### config.mk
export PLATFORM = sky130hd
export DESIGN_NAME = dfe_apb_cfg_regfile_flat
export DESIGN_NICKNAME = d
export VERILOG_FILES = /design/src/rtl/dfe_apb_cfg_regfile_if.sv /design/src/rtl/dfe_apb_cfg_regfile.sv /design/src/flat_wrapper.sv
export SDC_FILE = /design/constraint.sdc
export NUM_CORES = 1
export LEC_CHECK = 0
export BUFFER_PORTS_ARGS = -buffer_cell sky130_fd_sc_hd__buf_2
export CAP_MARGIN = 0
export CORE_AREA = 2 2 252 254
export CTS_BUF_LIST = sky130_fd_sc_hd__clkbuf_8
export CTS_CLUSTER_DIAMETER = 100
export DETAILED_ROUTE_END_ITERATION = 10
export DIE_AREA = 0 0 254 256
export PLACE_DENSITY_LB_ADDON = 0.08
export SETUP_SLACK_MARGIN = 0.15
export SYNTH_ARGS = -nofsm -noshare
export SYNTH_HDL_FRONTEND = slang
export SYNTH_SLANG_ARGS = --single-unit
### constraint.sdc
create_clock -name PCLK -period 4.3 [get_ports PCLK]
set_input_delay 0.86 -clock PCLK [delete_from_list [all_inputs] [get_ports PCLK]]
set_output_delay 0.86 -clock PCLK [all_outputs]
set_load 0.005 [all_outputs]
### src/rtl/dfe_apb_cfg_regfile_if.sv
// APB completer bus bundle for the DFE configuration register bank.
// The master modport is the bridge side; the slave modport is the register bank.
interface dfe_apb_cfg_regfile_if #(
    parameter int ADDR_WIDTH = 32,
    parameter int DATA_WIDTH = 32
);
    logic                  PSEL;
    logic                  PENABLE;
    logic                  PWRITE;
    logic [ADDR_WIDTH-1:0] PADDR;
    logic [DATA_WIDTH-1:0] PWDATA;
    logic [DATA_WIDTH-1:0] PRDATA;
    logic                  PREADY;
    logic                  PSLVERR;

    modport master (
        output PSEL, PENABLE, PWRITE, PADDR, PWDATA,
        input  PRDATA, PREADY, PSLVERR
    );

    modport slave (
        input  PSEL, PENABLE, PWRITE, PADDR, PWDATA,
        output PRDATA, PREADY, PSLVERR
    );
endinterface

### src/rtl/dfe_apb_cfg_regfile.sv
// APB register bank driving DFE filter coefficients/control, with programmable wait
// states and decode-error reporting. Register 0 is a read-only view of status_in.
//
//   state  | meaning
//   IDLE   | no transfer in flight; waiting for a setup phase
//   ACCESS | transfer selected; counting wait states, then completing
module dfe_apb_cfg_regfile #(
    parameter int                    ADDR_WIDTH  = 32,
    parameter int                    DATA_WIDTH  = 32,
    parameter int                    NUM_REGS    = 16,
    parameter int                    WAIT_STATES = 1,
    parameter logic [ADDR_WIDTH-1:0] BASE_ADDR   = '0,
    localparam int                   IDX_W       = $clog2(NUM_REGS)
) (
    input  logic                           PCLK,
    input  logic                           PRESETn,
    dfe_apb_cfg_regfile_if.slave           apb,
    input  logic [DATA_WIDTH-1:0]          status_in,
    output logic [NUM_REGS*DATA_WIDTH-1:0] cfg_regs,
    output logic                           cfg_wr_pulse,
    output logic [IDX_W-1:0]               cfg_wr_idx
);

    localparam logic [ADDR_WIDTH-1:0] SPAN      = ADDR_WIDTH'(NUM_REGS * 4);
    localparam logic [3:0]            WAIT_INIT = 4'(WAIT_STATES);

    typedef enum logic {
        IDLE   = 1'b0,
        ACCESS = 1'b1
    } state_t;

    state_t                state_q;
    logic [3:0]            wait_cnt_q;
    logic [DATA_WIDTH-1:0] regs_q [NUM_REGS];
    logic                  wr_pulse_q;
    logic [IDX_W-1:0]      wr_idx_q;

    logic [ADDR_WIDTH:0]   diff;
    logic [ADDR_WIDTH-1:0] off;
    logic [IDX_W-1:0]      idx;
    logic                  err;
    logic                  pready;
    logic                  commit;

    // Borrow out of the extended subtraction flags addresses below the bank.
    always_comb begin
        diff   = {1'b0, apb.PADDR} - {1'b0, BASE_ADDR};
        off    = diff[ADDR_WIDTH-1:0];
        idx    = off[2 +: IDX_W];
        err    = diff[ADDR_WIDTH] || (off >= SPAN) || (apb.PADDR[1:0] != 2'b00)
                 || (apb.PWRITE && (idx == '0));
        pready = (state_q == ACCESS) && apb.PSEL && (wait_cnt_q == 4'd0);
        commit = apb.PSEL && apb.PENABLE && pready && apb.PWRITE && !err;
    end

    always_ff @(posedge PCLK or negedge PRESETn) begin
        if (!PRESETn) begin
            state_q    <= IDLE;
            wait_cnt_q <= 4'd0;
            wr_pulse_q <= 1'b0;
            wr_idx_q   <= '0;
            for (int i = 0; i < NUM_REGS; i++) regs_q[i] <= '0;
        end else begin
            wr_pulse_q <= commit;
            if (commit) begin
                regs_q[idx] <= apb.PWDATA;
                wr_idx_q    <= idx;
            end
            case (state_q)
                IDLE: begin
                    if (apb.PSEL && !apb.PENABLE) begin
                        state_q    <= ACCESS;
                        wait_cnt_q <= WAIT_INIT;
                    end
                end
                ACCESS: begin
                    if (!apb.PSEL) begin
                        state_q <= IDLE;
                    end else if (wait_cnt_q != 4'd0) begin
                        if (apb.PENABLE) wait_cnt_q <= wait_cnt_q - 4'd1;
                    end else if (!apb.PENABLE) begin
                        wait_cnt_q <= WAIT_INIT;
                    end else begin
                        state_q <= IDLE;
                    end
                end
                default: state_q <= IDLE;
            endcase
        end
    end

    always_comb begin
        cfg_regs = '0;
        for (int i = 1; i < NUM_REGS; i++) cfg_regs[i*DATA_WIDTH +: DATA_WIDTH] = regs_q[i];
    end

    assign apb.PREADY  = pready;
    assign apb.PSLVERR = err && pready;
    assign apb.PRDATA  = (pready && !err) ? ((idx == '0) ? status_in : regs_q[idx]) : '0;
    assign cfg_wr_pulse = wr_pulse_q;
    assign cfg_wr_idx   = wr_idx_q;

endmodule

### src/flat_wrapper.sv
// flat-port wrapper written by rule: the top's interface ports become plain ports
module dfe_apb_cfg_regfile_flat 
#(
    parameter int                    ADDR_WIDTH  = 32,
    parameter int                    DATA_WIDTH  = 32,
    parameter int                    NUM_REGS    = 16,
    parameter int                    WAIT_STATES = 1,
    parameter logic [ADDR_WIDTH-1:0] BASE_ADDR   = '0,
    localparam int                   IDX_W       = $clog2(NUM_REGS)
)
  (PCLK, PRESETn, status_in, cfg_regs, cfg_wr_pulse, cfg_wr_idx, apb_PSEL, apb_PENABLE, apb_PWRITE, apb_PADDR, apb_PWDATA, apb_PRDATA, apb_PREADY, apb_PSLVERR);
  dfe_apb_cfg_regfile_if #(.ADDR_WIDTH(ADDR_WIDTH), .DATA_WIDTH(DATA_WIDTH)) apb_i ();
  input  logic PCLK;
  input  logic PRESETn;
  input  logic [DATA_WIDTH-1:0] status_in;
  output logic [NUM_REGS*DATA_WIDTH-1:0] cfg_regs;
  output logic cfg_wr_pulse;
  output logic [IDX_W-1:0] cfg_wr_idx;
  input wire logic [$bits(apb_i.PSEL)-1:0] apb_PSEL;
  input wire logic [$bits(apb_i.PENABLE)-1:0] apb_PENABLE;
  input wire logic [$bits(apb_i.PWRITE)-1:0] apb_PWRITE;
  input wire logic [$bits(apb_i.PADDR)-1:0] apb_PADDR;
  input wire logic [$bits(apb_i.PWDATA)-1:0] apb_PWDATA;
  output wire logic [$bits(apb_i.PRDATA)-1:0] apb_PRDATA;
  output wire logic [$bits(apb_i.PREADY)-1:0] apb_PREADY;
  output wire logic [$bits(apb_i.PSLVERR)-1:0] apb_PSLVERR;
  assign apb_i.PSEL = apb_PSEL;
  assign apb_i.PENABLE = apb_PENABLE;
  assign apb_i.PWRITE = apb_PWRITE;
  assign apb_i.PADDR = apb_PADDR;
  assign apb_i.PWDATA = apb_PWDATA;
  assign apb_PRDATA = apb_i.PRDATA;
  assign apb_PREADY = apb_i.PREADY;
  assign apb_PSLVERR = apb_i.PSLVERR;
  dfe_apb_cfg_regfile #(.ADDR_WIDTH(ADDR_WIDTH), .DATA_WIDTH(DATA_WIDTH), .NUM_REGS(NUM_REGS), .WAIT_STATES(WAIT_STATES), .BASE_ADDR(BASE_ADDR)) u_core (.PCLK(PCLK), .PRESETn(PRESETn), .apb(apb_i), .status_in(status_in), .cfg_regs(cfg_regs), .cfg_wr_pulse(cfg_wr_pulse), .cfg_wr_idx(cfg_wr_idx));
endmodule
==> results of run 1 <==
## registers in the layout, indices dropped and copies added (netlist names)
| name | cells |
|---|---|
| u_core.cfg_regs | 480 |
| u_core.cfg_wr_idx | 4 |
| u_core.cfg_wr_pulse | 1 |
| u_core.regs_q | 31 |
| u_core.state_q | 1 |
| u_core.wait_cnt_q | 4 |
## cells in the mapped netlist (9+ instances only)
library cell    n
clkbuf_1       98
mux2_2         18
mux4_2        128
buf_2          56
a22oi_1        64
buf_1           9
a22o_1         32
nor4_2         14
mux2_1        466
nand2_1        40
dfrtp_1       521
buf_4         515
## per-stage QoR
stage / setup WS, ns / total power [uW] / util [%]
6_report: 0.396 / 10100 / 47.9
5_1_grt: 0.197 / 10500 / 47.9
4_1_cts: 0.202 / 10200 / 47.9
3_5_place_dp: 0.448 / 5600 / 45.0
3_3_place_gp: 0.468 / 5590 / 45.0
2_1_floorplan: 0.807 / 5300 / -
## timing repair
| action | 4_1_cts | 5_1_grt |
|---|---|---|
| setup buffers | 0 | 0 |
| endpoints found under the setup margin | 0 | 22 |
| resized for setup | 0 | 1 |
| endpoints found under the hold margin | 0 | 0 |
## layer usage
| metal | global-route usage (%) | part of all wire [%] | up-vias |
|---|---|---|---|
| met1 | 34.2 | 41 | 8717 |
| li1 | - | - | 6999 |
| met3 | 7.92 | 7.5 | 156 |
| met5 | 0 | 0.048 | - |
| met4 | 9.41 | 3.5 | 6 |
| met2 | 42.9 | 48 | 639 |
## critical path, stage by stage, from the launching register on
cell     delay (ns)
dfrtp_1        0.40
inv_1          0.11
ha_1           0.18
nor3b_1        0.20
buf_4          0.21
nand2_1        0.13
nor4_2         0.42
buf_6          0.39
a22o_1         0.20
buf_2          0.12
## area by class of cell
cell class | instances | area, um2 | share of cell area, %
diodes | 3 | 7.51 | 0.0251
clock buffers | 120 | 1650 | 5.52
clock inverters | 39 | 185 | 0.619
inverters | 9 | 33.8 | 0.113
multi-input cells | 855 | 10200 | 33.9
flip-flops and latches | 521 | 13000 | 43.6
well taps | 846 | 1060 | 3.54
repair buffers | 690 | 3790 | 12.7
## power by group through the flow
| stage | Sequential (uW) | Clock [uW] | Combinational [uW] |
|---|---|---|---|
| 3_3_place_gp | 5030 | 0 | 563 |
| 5_1_grt | 4940 | 4950 | 620 |
| 2_1_floorplan | 5020 | 0 | 275 |
| 3_5_place_dp | 5030 | 0 | 570 |
| 4_1_cts | 4940 | 4730 | 571 |
| 6_report | 4940 | 4600 | 561 |
## cell families after synthesis
logic type / count (synthesis) / share of synthesized area [%]
adder cells (fa/ha/maj): 2 / 0.0909
other: 1 / 0.0136
flip-flops: 521 / 47.3
AND/OR/NAND/NOR: 98 / 2.54
buffers and inverters: 687 / 16.6
multiplexers: 614 / 30.3
AO/OA/AOI/OAI: 109 / 3.04
## how the worst max path moves through the flow
stage	endpoint	cells after the start	startpoint	slack (ns)
4_1_cts	apb_PRDATA[9]	9	u_core.wait_cnt_q[0]	0.20
3_3_place_gp	apb_PRDATA[24]	7	apb_PADDR[2]	0.47
2_1_floorplan	apb_PRDATA[0]	6	apb_PADDR[31]	0.81
3_5_place_dp	apb_PRDATA[30]	6	apb_PADDR[2]	0.45
5_1_grt	apb_PRDATA[9]	9	u_core.wait_cnt_q[0]	0.20
6_report	apb_PRDATA[18]	9	u_core.wait_cnt_q[0]	0.40
==> impl_metrics.tcl, run 1 <==
set metrics [dict create \
    result_of_the_run "complete, no violations" \
    worstReg2RegStart "u_core.wait_cnt_q[0]" \
    p_int_uw 7620 \
    share_of_post_route_cells_with_drive_strength_above_1_pct 44.4 \
    critical_path_required_ns 3.44 \
    place_congestion 0.855 \
    p_switching_uw 2480 \
    placedInstanceArea_um2 28100 \
    power_leakage_uw 0.0169 \
    fmax_mhz 256 \
    power.ir.vdd_worst_mv 0.205 \
    period_minus_slack_ns 3.90 \
    grt_pass1_wl_um 125000 \
    floorplan.initialDensity_pct 44.1 \
    htree_levels 3 \
    netlist_instances 2032 \
    fin_crit_sh_pct 90.8 \
    total_congestion_overflow 0 \
    detail_route.first_pass.iterations 5 \
    clock-root-buffer "clkbuf_8" \
    setup_repair_after_global_routing_missed_its_margin "no" \
    end_kind "output pin" \
    areaGrowthSynthToFinish_pct 8.62 \
    die-area_um2 65000 \
    cp_data_arrival_time_ns 3.04 \
    core_um2 62400 \
    critPathKind "flop to output pin" \
    ys.warnings.count 0 \
    drc 0 \
    dieHeight_um 256 \
    combPwrFrac_pct 5.6 \
    cp_startpoint_kind "flop" \
    count_of_flip_flops_with_a_built_in_enable_after_synthesis 0 \
    clock_power_share_pct 45.5 \
    cellPowerDensity_nw_per_um2 338 \
    max_cap_viol_count 0 \
    dp_hpwl_um 61300 \
    buffer_ports.inserted 619 \
    routed_wirelength_um 86700 \
    synth_area_per_cell_um2 13.6 \
    mostFrequentLayoutCell "buf_2" \
    post-synth-top-area-fraction_pct 47.3 \
    clk-insertion-delay-late_ns 0.67 \
    antenna_found_initial 8 \
    wl_per_cell_um 28.1 \
    post_layout_nonfiller_instances 3083 \
    netSwitchingFraction_pct 24.5 \
    cts-hold-fix-buffers 0 \
    layout.filler_cells 5697 \
    most-common-layout-cells "buf_2 (616), dfrtp_1 (521), mux2_1 (466), mux4_2 (128), clkbuf_8 (120)" \
    hold_viol_final 0 \
    placed_cells_incl_taps 2921 \
    worst_case_clock_buffer_depth 3 \
    timing.reg2reg.worst_path_depth 9 \
    placementRows 92 \
    yosysSeqAreaShare_pct 47.3 \
    design.portCount 652 \
    drt_first_iter_violations 1069 \
    vias_in_the_first_global_route 17251 \
    post_synthesis_instance_area_um2 27500 \
    tritoncts_clock_tree "yes" \
    timing.slew.headroom_pct 30.7 \
    setup_total_negative_slack_ns 0 \
    share_seq_of_total_power_pct 48.9 \
    final.hold.worst_slack_ns 0.278 \
    vias 16517 \
    fraction_of_registers_with_async_set_reset_pct 100 \
    synth-seq-cells 521 \
    die_w_um 254 \
    timing.clock.skew_ns 0.0250 \
    yosys.area.top_type "dfrtp_1" \
    r2r-end "u_core.cfg_regs[482]" \
    hp-class "input port to asynchronous set/reset pin" \
    cp_max_fo 22 \
    r2r_setup_slack_ns 1.29 \
    grt.total_usage_pct 26.6 \
    stdcell_area_um2 29900 \
    synth_top_flop_cell "dfrtp_1" \
    worst_setup_hold_path_clk_slew_ns 0.06 \
    antenna_violating_nets_post_route 0 \
    maxSlewViolCount 0 \
    tightestPinTransition_ns 1.03 \
    grt_start_max_net_pins 111 \
    num-nets-final 2272 \
    ys_top_cells_by_area "dfrtp_1 (47%), mux2_1 (19%), buf_4 (14%)" \
    number_of_sinks_handled_by_clock_tree_synthesis 521 \
    numCtsBuffers 92 \
    setup_viol 0 \
    avgViaCountPerCell 5.36 \
    synth_cell_types 39 \
]
No activity file was read; power rests on OpenSTA's default activity.
==> run 2, diff against run 1 <==
Settings changed: SLEW_MARGIN set to 20.
Clock period 4.3 ns to 4.55 ns, I/O delays scaled along.
==> impl_metrics.tcl, run 2 (synthesis results as in run 1) <==
set metrics [dict create \
    result_of_the_run "complete, no violations" \
    drc 0 \
    vias 16607 \
    timing.clock.skew_ns 0.0177 \
    critical_path_required_ns 3.64 \
    fmax_mhz 244 \
    max_cap_viol_count 0 \
    maxSlewViolCount 0 \
    pre_cts_ws_ns 0.499 \
    detail_route.first_pass.iterations 5 \
    netSwitchingFraction_pct 24.9 \
    setup_viol 0 \
    critPathKind "flop to output pin" \
    core_um2 62400 \
    htree_levels 3 \
    die-area_um2 65000 \
    clock-root-buffer "clkbuf_8" \
    wl_per_cell_um 28.5 \
    vias_in_the_first_global_route 17436 \
    worstReg2RegStart "u_core.wait_cnt_q[0]" \
    mostFrequentLayoutCell "buf_2" \
    grt.total_usage_pct 27.0 \
    final.hold.worst_slack_ns 0.272 \
    cp_cell_sequence "inv_1 > ha_1 > nor3b_1 > buf_4 > nand2_1 > nor4_2 > buf_6 > a22o_1 > buf_2" \
    most-common-layout-cells "buf_2 (616), dfrtp_1 (521), mux2_1 (466), mux4_2 (128), clkbuf_8 (120)" \
    grt_start_max_net_pins 98 \
    cp_slowest_stage_delay_ns 0.50 \
    fin_crit_sh_pct 90.1 \
    cellPowerDensity_nw_per_um2 319 \
    numCtsBuffers 93 \
    r2r-end "u_core.cfg_regs[91]" \
    setup_repair_after_global_routing_missed_its_margin "no" \
    worst_setup_hold_path_clk_slew_ns 0.06 \
    avgViaCountPerCell 5.39 \
    end_kind "output pin" \
    cp_startpoint_kind "flop" \
    largest_register_ffs 480 \
    areaGrowthSynthToFinish_pct 8.52 \
    power_leakage_uw 0.0169 \
    die_w_um 254 \
    worst_case_clock_buffer_depth 3 \
    antenna_violating_nets_post_route 0 \
    number_of_sinks_handled_by_clock_tree_synthesis 521 \
    place_congestion 0.844 \
    clock_power_share_pct 45.5 \
    combPwrFrac_pct 5.6 \
    cp.depth 9 \
    cpMaxStageDelayCell "nor4_2" \
    antenna_found_initial 9 \
    dieHeight_um 256 \
    share_of_post_route_cells_with_drive_strength_above_1_pct 44.1 \
    power.ir.vdd_worst_mv 0.178 \
    timing.reg2reg.worst_path_depth 8 \
    r2r_setup_slack_ns 1.34 \
    critPathTopFamily "buffers and inverters" \
    design.portCount 652 \
    tightestPinTransition_ns 0.854 \
    p_switching_uw 2380 \
    total_congestion_overflow 0 \
    cts-hold-fix-buffers 0 \
    post-route-util_pct 47.9 \
    postCtsSetupBuffers 0 \
    grt_pass1_wl_um 127000 \
    drt_first_iter_violations 1082 \
    num-nets-final 2266 \
    timing.slew.headroom_pct 42.9 \
    dp_hpwl_um 60800 \
    routed_wirelength_um 88000 \
    tritoncts_clock_tree "yes" \
    buffers_inverters_on_critical_path 4 \
    hp-class "input port to asynchronous set/reset pin" \
    clk-insertion-delay-late_ns 0.66 \
    setup_total_negative_slack_ns 0 \
    buffer_ports.inserted 619 \
    cp_data_arrival_time_ns 3.19 \
    floorplan.initialDensity_pct 44.1 \
    placementRows 92 \
    period_minus_slack_ns 4.10 \
    timing.final.ws_setup_ns 0.453 \
    hold_viol_final 0 \
    cp_max_fo 22 \
    share_seq_of_total_power_pct 49.0 \
    p_int_uw 7160 \
]
run 2: cell types whose count changed in the layout (fill, tap and decap cells not counted):
cell	previous run	this run
buf_12	10	11
inv_1	40	46
buf_4	60	52
inv_6	0	2
bufinv_16	1	0
run 2: worst max path at each step:
stage	from	end	slack [ns]
after floorplan	apb_PADDR[31]	apb_PRDATA[0]	0.96
after global placement	apb_PADDR[2]	apb_PRDATA[24]	0.54
after detailed placement	apb_PADDR[2]	apb_PRDATA[11]	0.50
after CTS	u_core.wait_cnt_q[0]	apb_PRDATA[11]	0.19
after global routing	u_core.wait_cnt_q[0]	apb_PRDATA[18]	0.23
final	u_core.wait_cnt_q[0]	apb_PRDATA[18]	0.45
run 2: power by group through the flow:
stage	clock (uW)	sequential [uW]	combinational, uW
2_1_floorplan	0	4750	260
3_3_place_gp	0	4750	527
3_5_place_dp	0	4750	536
4_1_cts	4450	4670	537
5_1_grt	4650	4670	585
6_report	4340	4670	530
run 2: repair_timing:
action / CTS / global route
hold endpoints to repair: 0 / 0
endpoints found under the setup margin: 0 / 3
gates resized for setup: 0 / 1
run 2: metrics by stage:
stage	total power [uW]	cell area (um2)	std cells
after floorplan	5010	27700	2063
after global placement	5280	28000	2914
after detailed placement	5290	28000	2914
after CTS	9650	29900	3080
after global routing	9900	29900	3081
final	9540	29900	3083
run 2: layer usage:
layer	vias to the layer above	wire length, um	track usage (%)
li1	6986	-	-
met2	697	41900	43.1
met1	8771	36100	35.0
met5	-	41	0
met3	147	6990	7.56
met4	6	3020	10.1
run 2: layout make-up:
type | count | area [um2]
clock inverter | 46 | 195
clock buffer | 120 | 1650
antenna | 3 | 7.51
multi-input combinational | 855 | 10200
sequential | 521 | 13000
inverter | 9 | 33.8
timing repair buffer | 683 | 3750
fill | 5713 | 32500
tap | 846 | 1060
